**src/rtl/arb_pkg.sv**
```systemverilog
// Shared types and helpers for the 16-way round-robin arbiter.
// Holds the FSM state enum, the fixed requester geometry, and the rotating
// priority search used to pick a winner from the pointer position upward.
package arb_pkg;

    localparam int N_REQ = 16;
    localparam int IDX_W = 4;

    typedef enum logic {
        IDLE = 1'b0,
        BUSY = 1'b1
    } arb_state_e;

    // First set request bit at or above ptr, wrapping from 15 to 0.
    // The returned value is only meaningful when req is non-zero.
    function automatic logic [IDX_W-1:0] rr_pick(input logic [N_REQ-1:0] req,
                                                 input logic [IDX_W-1:0] ptr);
        logic [IDX_W-1:0] idx;
        logic [IDX_W-1:0] win;
        logic             found;
        win   = ptr;
        found = 1'b0;
        for (int i = 0; i < N_REQ; i++) begin
            // 4-bit addition wraps naturally modulo 16
            idx = ptr + IDX_W'(i);
            if (!found && req[idx]) begin
                win   = idx;
                found = 1'b1;
            end
        end
        return win;
    endfunction

endpackage

```
**src/rtl/arb_gnt_dec.sv**
```systemverilog
// 4-to-16 one-hot decoder with enable; drives the arbiter grant lines.
// Purely combinational, zero latency; no flow control.
// Ports: idx_i (index), en_i (enable), dec_o (one-hot, all zero when en_i=0).
module arb_gnt_dec
    import arb_pkg::*;
(
    input  logic [IDX_W-1:0] idx_i,
    input  logic             en_i,
    output logic [N_REQ-1:0] dec_o
);

    assign dec_o = en_i ? (N_REQ'(1) << idx_i) : '0;

endmodule

```
**src/rtl/arb_rr16_ctrl.sv**
```systemverilog
// Round-robin arbiter granting one shared resource to one of 16 requesters.
// Latency: req sampled at edge N gives a registered grant after edge N; one idle turnaround between grants.
// Backpressure: owner holds the grant until done, request withdrawal, or the hold timeout.
// Ports: clk/rst_n (async active-low); req[15:0], done in; gnt[15:0] one-hot,
//        gnt_idx, gnt_vld, busy, timeout_pulse out. All outputs come from registers.
module arb_rr16_ctrl
    import arb_pkg::*;
#(
    parameter int MAX_HOLD = 64
) (
    input  logic             clk,
    input  logic             rst_n,
    input  logic [N_REQ-1:0] req,
    input  logic             done,
    output logic [N_REQ-1:0] gnt,
    output logic [IDX_W-1:0] gnt_idx,
    output logic             gnt_vld,
    output logic             busy,
    output logic             timeout_pulse
);

    // Counter must reach MAX_HOLD-1; keep at least one bit when timeout is disabled.
    localparam int              HC_W      = (MAX_HOLD > 0) ? $clog2(MAX_HOLD + 1) : 1;
    localparam logic [HC_W-1:0] HOLD_LAST = (MAX_HOLD > 0) ? HC_W'(MAX_HOLD - 1) : '0;

    arb_state_e       state_q, state_d;
    logic [IDX_W-1:0] gnt_idx_q, gnt_idx_d;
    logic [IDX_W-1:0] ptr_q, ptr_d;
    logic [HC_W-1:0]  hold_cnt_q, hold_cnt_d;
    logic             timeout_q, timeout_d;

    logic owner_req;
    logic hold_expired;
    logic release_now;

    assign owner_req    = req[gnt_idx_q];
    assign hold_expired = (MAX_HOLD != 0) && (hold_cnt_q == HOLD_LAST);
    assign release_now  = done | ~owner_req | hold_expired;

    // State and datapath registers
    always_ff @(posedge clk or negedge rst_n) begin
        if (!rst_n) begin
            state_q    <= IDLE;
            gnt_idx_q  <= '0;
            ptr_q      <= '0;
            hold_cnt_q <= '0;
            timeout_q  <= 1'b0;
        end else begin
            state_q    <= state_d;
            gnt_idx_q  <= gnt_idx_d;
            ptr_q      <= ptr_d;
            hold_cnt_q <= hold_cnt_d;
            timeout_q  <= timeout_d;
        end
    end

    // Next-state logic
    always_comb begin
        state_d    = state_q;
        gnt_idx_d  = gnt_idx_q;
        ptr_d      = ptr_q;
        hold_cnt_d = hold_cnt_q;
        timeout_d  = 1'b0;
        unique case (state_q)
            IDLE: begin
                if (|req) begin
                    state_d    = BUSY;
                    gnt_idx_d  = rr_pick(req, ptr_q);
                    hold_cnt_d = '0;
                end
            end
            BUSY: begin
                if (hold_cnt_q != '1) begin
                    hold_cnt_d = hold_cnt_q + HC_W'(1);
                end
                if (release_now) begin
                    state_d   = IDLE;
                    ptr_d     = gnt_idx_q + IDX_W'(1);
                    // A timeout only counts when nothing else released the grant.
                    timeout_d = hold_expired & ~done & owner_req;
                end
            end
            default: begin
                state_d = IDLE;
            end
        endcase
    end

    // Outputs: derived from registers only, so async reset clears them at once
    always_comb begin
        busy          = (state_q == BUSY);
        gnt_vld       = (state_q == BUSY);
        gnt_idx       = gnt_idx_q;
        timeout_pulse = timeout_q;
    end

    arb_gnt_dec u_gnt_dec (
        .idx_i (gnt_idx_q),
        .en_i  (state_q == BUSY),
        .dec_o (gnt)
    );

endmodule

```
**config.mk**
```make
export PLATFORM = sky130hd
export DESIGN_NAME = arb_rr16_ctrl
export DESIGN_NICKNAME = d
export VERILOG_FILES = /design/src/rtl/arb_pkg.sv /design/src/rtl/arb_gnt_dec.sv /design/src/rtl/arb_rr16_ctrl.sv
export SDC_FILE = /design/constraint.sdc
export NUM_CORES = 1
export LEC_CHECK = 0
export CAP_MARGIN = 20
export CORE_MARGIN = 4
export CORE_UTILIZATION = 40
export DETAILED_ROUTE_END_ITERATION = 6
export REMOVE_ABC_BUFFERS = 1
export SLEW_MARGIN = 20
export SYNTH_ARGS = -nofsm -noshare
export SYNTH_HDL_FRONTEND = slang
export SYNTH_HIERARCHICAL = 1
export SYNTH_SLANG_ARGS = --single-unit
```
**constraint.sdc**
```tcl
create_clock -name clk -period 8.2 [get_ports clk]
set_input_delay 1.64 -clock clk [delete_from_list [all_inputs] [get_ports clk]]
set_output_delay 1.64 -clock clk [all_outputs]
set_load 0.02 [all_outputs]
```
Yosys cells after proc, flatten, opt, wreduce, memory -nomap -nowiden
Cells that the tools add are included.
- add/sub/neg operators: 17
- magnitude comparators: 17
- eq/ne operators: 4
- shifts and indexed selects: 1
- mux-type cells: 103
- bitwise gates (word level): 7
- reduce and logical (&&, ||, !) cells: 34
- operators by type and width (kind ; number):
    $lt A4 B5 Y1 const B ; 17
    $bmux W1 S4 ; 17
    $mux W1 ; 66
    $mux W4 ; 15
    $add A4 B4 Y4 const B ; 8
    $add A4 B3 Y4 const B ; 4
    $mux W16 ; 1
    $reduce_or A16 Y1 ; 1
    $shl A1 B4 Y16 const A ; 1
    $logic_and A1 B1 Y1 ; 15
    $logic_not A1 Y1 ; 15
    $mux W7 ; 2
    $pmux W7 S2 ; 1
    $add A4 B1 Y4 const B ; 2
    $add A4 B2 Y4 const B ; 2
    $add A7 B1 Y7 const B ; 1
    $eq A7 B6 Y1 const B ; 1
    $ne A7 B7 Y1 const B ; 1
    $reduce_and A2 Y1 ; 3
    $not A1 Y1 ; 3
    $and A1 B1 Y1 ; 2
    $ne A2 B1 Y1 const B ; 1
    $ne A2 B2 Y1 const B ; 1
    $or A1 B1 Y1 ; 2
    $pmux W1 S2 ; 1
- bits in registers: 17
- bits of input ports: 19
- output and inout port bits: 23
- logic and storage cells: 188

Longest topological paths before layout
Gate-level depths: netlist of the first run.
- depth in word-level cells: 78
- mapped depth: 15
- mapped depth without buffers: 11

Cells and area by module
The synthesis of the first run kept the hierarchy.
- modules (own cells, without submodules) (module ; instances ; cells an instance ; area each (sq um) ; sequential area each (sq um)):
    arb_rr16_ctrl ; 1 ; 333 ; 2876.5 ; 425.4
    arb_gnt_dec ; 1 ; 23 ; 120.1 ; 0.0

Least setup slack after synthesis of the first run
Ideal clock, no wire load.
- path kind: input port to flip-flop
- start: input req[1]
- end: register gnt_idx_q[3] (netlist: gnt_idx[3])
- arrival: 4259 ps
- data required time: 8112 ps
- slack: 3853 ps
- cell stages on the path: 9
- buffers on the path: 0
- cells stage by stage: mux4_1 -> mux2_2 -> mux2_2 -> or3_4 -> nor4_4 -> and2_4 -> nand3_2 -> a41o_1 -> a41oi_1
- cells in the longest elaborated chain, start to end: 78
- ends and longest elaborated chain (item ; RTL line ; RTL):
    start, declared ; arb_rr16_ctrl.sv:13 ; input logic [N_REQ-1:0] req,
    $bmux W1 S4 ; arb_pkg.sv:26 ; if (!found && req[idx]) begin
    $mux W1 (implied by the code) ; arb_pkg.sv:26 ;
    $mux W1 ; arb_pkg.sv:26 ;
    $mux W1 ; arb_rr16_ctrl.sv:66 ; if (|req) begin
    $mux W1 ; arb_rr16_ctrl.sv:64 ; unique case (state_q)
    $logic_not A1 Y1 ; arb_pkg.sv:26 ;
    $logic_and A1 B1 Y1 ; arb_pkg.sv:26 ;
    $mux W1 ; arb_pkg.sv:26 ;
    [... 62 more ...] ; - ;
    $logic_not A1 Y1 ; arb_pkg.sv:26 ;
    $logic_and A1 B1 Y1 ; arb_pkg.sv:26 ;
    $mux W1 ; arb_pkg.sv:26 ;
    $mux W1 ; arb_rr16_ctrl.sv:66 ;
    $mux W1 ; arb_rr16_ctrl.sv:64 ;
    $logic_not A1 Y1 ; arb_pkg.sv:26 ;
    $logic_and A1 B1 Y1 ; arb_pkg.sv:26 ;
    $mux W4 ; arb_pkg.sv:26 ;
    end signal, assigned ; arb_rr16_ctrl.sv:50 ; gnt_idx_q <= gnt_idx_d;
    end, declared ; arb_rr16_ctrl.sv:27 ; logic [IDX_W-1:0] gnt_idx_q, gnt_idx_d;
Several ways; a longest one is shown, not always the timed one. The select of a mux whose other input is x is not followed.
A chain may end at the register's enable or synchronous reset.

Worst setup path after layout of the first run
- start: register ptr_q[1]
- end: register gnt_idx_q[3] (netlist: gnt_idx[3])
- cells in the longest elaborated chain, start to end: 78
- ends and longest elaborated chain (item ; RTL line ; RTL):
    start, declared ; arb_rr16_ctrl.sv:28 ; logic [IDX_W-1:0] ptr_q, ptr_d;
    start signal, assigned ; arb_rr16_ctrl.sv:51 ; ptr_q <= ptr_d;
    parallel branches: the longest is 77 deep, another holds $add A4 B1 Y4 ; - ;
    $mux W4 * ; arb_pkg.sv:26 ;
Mark *: on every way between the ends. The select of a mux whose other input is x is not followed.

==> results.toml, run 1 <==
[cells_and_area]
multiInputGateArea_sq_mm = 0.00244
regArea_sq_um = 427
nets = 414
fillers = 711
n_antenna_cell = 0
layout-drive-gt1-share_pct = 13.5
finalCoreUtilization_pct = 48.5
area_growth_pct = 17.3

[yosys]
yosys_warnings = 6
syn_area_per_cell_sq_um = 8.42
synthTopCellsByCount = "nand2_1 (42), nor2_1 (32), mux4_2 (26)"
synth.distinct_cells = 65
async_flop_share_pct = 100
yosysMostFrequentCell = "nand2_1"
ys_seq_area_share_pct = 14.2
synth_cells = 356
ys.flop_type = "dfrtp_1"
ys_ff_latch = 17
netlist_area_sq_mm = 0.00300
ys_top_cells_by_area = "mux4_2 (20%), dfrtp_1 (14%), mux2i_1 (7.0%), nand2_1 (5.3%), nor2_1 (4.0%)"
yosys.area.top_type = "mux4_2"
synth_edf_count = 0
synth_top_cell_area_share_pct = 19.5

[worst_setup_path]
r2r-start = "ptr_q[1]"
critPathRequiredTime_ps = 8370
cp_num_buf_inv = 1
path_class = "reg2reg"
crit_fanout = 19
startpoint = "ptr_q[1]"
crit_arrival_ps = 5210
crit_cells = 10
worst_setup_path_start_kind = "flop"
reg2reg_slack_ps = 3160
slowest_delay_ps = 890
crit_top_cell = "mux4_2"
cp_top_family = "multiplexers"
endpoint = "gnt_idx[3]"
cp_cell_sequence = "inv_1 -> ha_1 -> mux4_2 -> mux4_2 -> or3_4 -> nor4_4 -> and2_4 -> nand3_2 -> a41o_1 -> a41oi_1"
r2r_cells = 10
crit_path_end_kind = "flop"
crit_slowest_cell = "dfrtp_1"
r2r-end = "gnt_idx[3]"

[die]
rows = 31
coreArea_sq_mm = 0.00725
initial_core_util_pct = 41.3
dieArea_sq_mm = 0.00894
dieHeight_um = 94.6
floorplan.die.width_um = 94.6
ios = 42

[clocking]
htree_levels = 1
cts.reportedPaths.clkPinSlew_ps = 70
root_buffer = "clkbuf_8"
numCtsBuffers = 3
hold_buffers = 0
cts_tree = "yes"
cts_buffer_depth = 2
post_cts.repair.setup_buffers = 0
cts_sinks = 17
clock_latency_ps = 260
cts_resized = 0

[timing]
skew_ps = 7.80
tightest_slew_ps = 891
slew_headroom_pct = 40.2
setup_ws_ps = 3160
tns_ps = 0
min_period_ps = 5040
setup_viol = 0
rsz0062_at_grt = "no"
finalHoldViolCount = 0
max_freq_ghz = 0.198
period_share_pct = 61.5
finalMaxSlewViolations = 0

[placement]
port_buffers = 41
dp_hpwl_um = 6790
place_congestion = 1.00
dpl_worst_slack_ps = 2990

[route]
num_vias = 3037
dr.first_iter.drc_count = 313
routed_wl_um = 8790
first_pass_iters = 5
final_antenna_net_count = 0
avgViaCountPerCell = 6.27
drc_errors = 0
routedWlPerCell_um = 18.2

[grt]
grt_pass1_vias = 2770
grt_first_pass_wirelength_um = 14100
track_usage_pct = 19.9
grt_max_degree = 23
grt_overflow = 0
antenna_found_initial = 0

[status]
run_status = "finished clean"

[hold_path]
hold_depth = 1
hold_path.class = "reg2reg"

[flow_run]
max_cap_viol_count = 0
[registers in the layout, indices dropped and copies added (netlist names)]
register,flops
busy,1
timeout_pulse,1
hold_cnt_q,7
gnt_idx,4
ptr_q,4
[worst min path at each step]
stage | from | to | slack, ps
5_1_grt | hold_cnt_q[6] | timeout_pulse | 520
3_3_place_gp | hold_cnt_q[6] | timeout_pulse | 490
3_5_place_dp | hold_cnt_q[6] | timeout_pulse | 490
6_report | hold_cnt_q[6] | timeout_pulse | 500
4_1_cts | hold_cnt_q[6] | timeout_pulse | 490
2_1_floorplan | hold_cnt_q[6] | timeout_pulse | 450
[final cells by class]
cell class                      count  area share (%)
Clock buffer                        3            1.17
Sequential cell                    17            12.1
Multi-Input combinational cell    308            69.4
Timing Repair Buffer               44            12.3
Clock inverter                      1           0.142
Tap cell                           99            3.52
Inverter                           12            1.28
[placed cells by master (no fill, tap or decap), types with 4 or more instances in the layout]
cell type        instances
nand2_1                 42
clkdlybuf4s50_1         41
nor2_1                  32
mux4_2                  26
a21oi_1                 22
mux2i_1                 21
o21ai_0                 19
dfrtp_1                 16
nand3_1                 14
o22ai_1                 10
inv_1                    9
ha_1                     9
nand2b_1                 8
nor3_1                   8
mux2_2                   8
xnor2_1                  7
xor2_1                   6
o211ai_1                 6
nand4_1                  5
nor4_1                   4
o21a_1                   4
nor2b_1                  4
and3_1                   4
[kinds of logic (layout without fill, tap and decap cells)]
kind of cell	Yosys count	count (layout)	synth area share [%]
AO/OA/AOI/OAI	88	88	19.0
XOR/XNOR	13	13	3.80
adder cells (fa/ha/maj)	9	9	3.76
multiplexers	58	58	31.2
AND/OR/NAND/NOR	140	140	23.7
buffers and inverters	31	60	4.38
flip-flops	17	17	14.2
[per-stage QoR]
stage | instances | hold slack, ps | area, sq um
finish | 484 | 496 | 3510
floorplan | 337 | 455 | 2910
global route | 484 | 525 | 3510
global placement | 480 | 485 | 3470
CTS | 484 | 489 | 3510
detailed placement | 480 | 487 | 3470
[routing by layer]
| metal | GRT usage, % | vias up | routed length (um) | part of all wire, % |
|---|---|---|---|---|
| li1 | - | 1422 | - | - |
| met1 | 27.8 | 1482 | 3960 | 45 |
| met2 | 34.0 | 123 | 4160 | 47 |
| met3 | 1.91 | 10 | 592 | 6.7 |
| met4 | 3.00 | 0 | 77 | 0.88 |
| met5 | 0 | - | 0 | 0 |
Power of run 1 is not shown: default switching activity piles up to over one toggle a cycle in this logic, so the estimate is an artifact.
==> run 2: changes to the inputs <==
==> constraint.sdc (replaced) <==
create_clock -name clk -period 4.5 [get_ports clk]
set_input_delay 0.9 -clock clk [delete_from_list [all_inputs] [get_ports clk]]
set_output_delay 0.9 -clock clk [all_outputs]
set_load 0.02 [all_outputs]
==> results.toml, run 2 (synthesized netlist as in run 1, its figures left out) <==
[cells_and_area]
layout-drive-gt1-share_pct = 16.1
mostFrequentLayoutCells = "nand2_1 (42), clkdlybuf4s50_1 (41), nor2_1 (32), mux4_2 (26), a21oi_1 (22)"
nets = 427
area_growth_pct = 20.5
finalCoreUtilization_pct = 49.8
fillers = 713
final_common_cell = "nand2_1"
regMostFlops = "hold_cnt_q"
largest_reg_flops = 7
n_antenna_cell = 0

[clocking]
cts_resized = 0
numCtsBuffers = 3
cts.reportedPaths.clkPinSlew_ps = 70
cts_sinks = 17
post_cts.repair.setup_buffers = 0
cts_buffer_depth = 2
hold_buffers = 0
clock_latency_ps = 260
cts_tree = "yes"
root_buffer = "clkbuf_8"
htree_levels = 1

[worst_setup_path]
critPathRequiredTime_ps = 4680
r2r_cells = 10
crit_fanout = 7
crit_arrival_ps = 4190
crit_path_end_kind = "flop"
worst_setup_path_start_kind = "primary input"
r2r-start = "ptr_q[0]"
reg2reg_slack_ps = 560
r2r-end = "gnt_idx[3]"
path_class = "in2reg"

[route]
dr.first_iter.drc_count = 168
avgViaCountPerCell = 6.18
num_vias = 3073
final_antenna_net_count = 0
first_pass_iters = 5
drc_errors = 0
routed_wl_um = 9170
routedWlPerCell_um = 18.5

[placement]
dp_hpwl_um = 7270
port_buffers = 41
place_congestion = 0.928

[timing]
max_freq_ghz = 0.249
finalHoldViolCount = 0
min_period_ps = 4010
tns_ps = 0
finalMaxSlewViolations = 0
slew_headroom_pct = 46.5
tightest_slew_ps = 796
rsz0062_at_grt = "no"
setup_viol = 0
skew_ps = 5.11
hold-worst-slack_ps = 505
period_share_pct = 89.1

[die]
rows = 31
dieArea_sq_mm = 0.00894
floorplan.die.width_um = 94.6
initial_core_util_pct = 41.3
coreArea_sq_mm = 0.00725
ios = 42
dieHeight_um = 94.6

[status]
run_status = "finished clean"

[hold_path]
min-delay-start = "hold_cnt_q[6]"
hold_path.class = "reg2reg"
holdPathEnd = "timeout_pulse"
hold_depth = 1

[grt]
antenna_found_initial = 0
grt_first_pass_wirelength_um = 15300
grt_pass1_vias = 2990
grt_overflow = 0
grt_max_degree = 21
track_usage_pct = 21.7

[flow_run]
max_cap_viol_count = 0
-- run 2: worst max-delay path by stage --
| stage | endpoint | depth (start not counted) | slack, ps | startpoint |
|---|---|---|---|---|
| 3_3_place_gp | gnt_idx[3] | 10 | 330 | req[1] |
| 6_report | gnt_idx[3] | 10 | 490 | req[1] |
| 5_1_grt | gnt_idx[3] | 10 | 350 | req[1] |
| 4_1_cts | gnt_idx[3] | 10 | 470 | req[1] |
| 2_1_floorplan | gnt_idx[3] | 10 | 150 | ptr_q[0] |
| 3_5_place_dp | gnt_idx[3] | 10 | 190 | req[1] |
-- run 2: area by class of cell --
cell class | count | area [sq um] | area share [%]
multi-input combinational | 308 | 2440 | 67.6
timing repair buffer | 57 | 531 | 14.7
sequential | 17 | 425 | 11.8
tap | 99 | 124 | 3.43
inverter | 12 | 45.0 | 1.25
clock buffer | 3 | 41.3 | 1.14
clock inverter | 1 | 5.00 | 0.139
-- run 2: critical path: stages --
cell             delay [ps]
clkdlybuf4s50_1         480
mux4_1                  660
mux2_2                  350
mux2_2                  310
or3_4                   400
nor4_4                  380
and2_4                  240
nand3_2                  70
a41o_1                  240
a41oi_1                 160
-- run 2: per-stage QoR --
step | area, sq um | std cells | setup slack [ps]
after floorplan | 2910 | 337 | 152
after global placement | 3560 | 493 | 330
after detailed placement | 3560 | 493 | 187
after CTS | 3610 | 497 | 471
after global routing | 3610 | 497 | 350
final | 3610 | 497 | 489
-- run 2: layer usage --
metal  GRT usage (%)  vias up  wire length (um)
met1            30.1     1476              4130
met3            2.55       20               567
li1                -     1455                 -
met2            36.2      122              4280
met5               0        -                 0
met4            5.05        0               193
Power of run 2 is left out for the same reason.
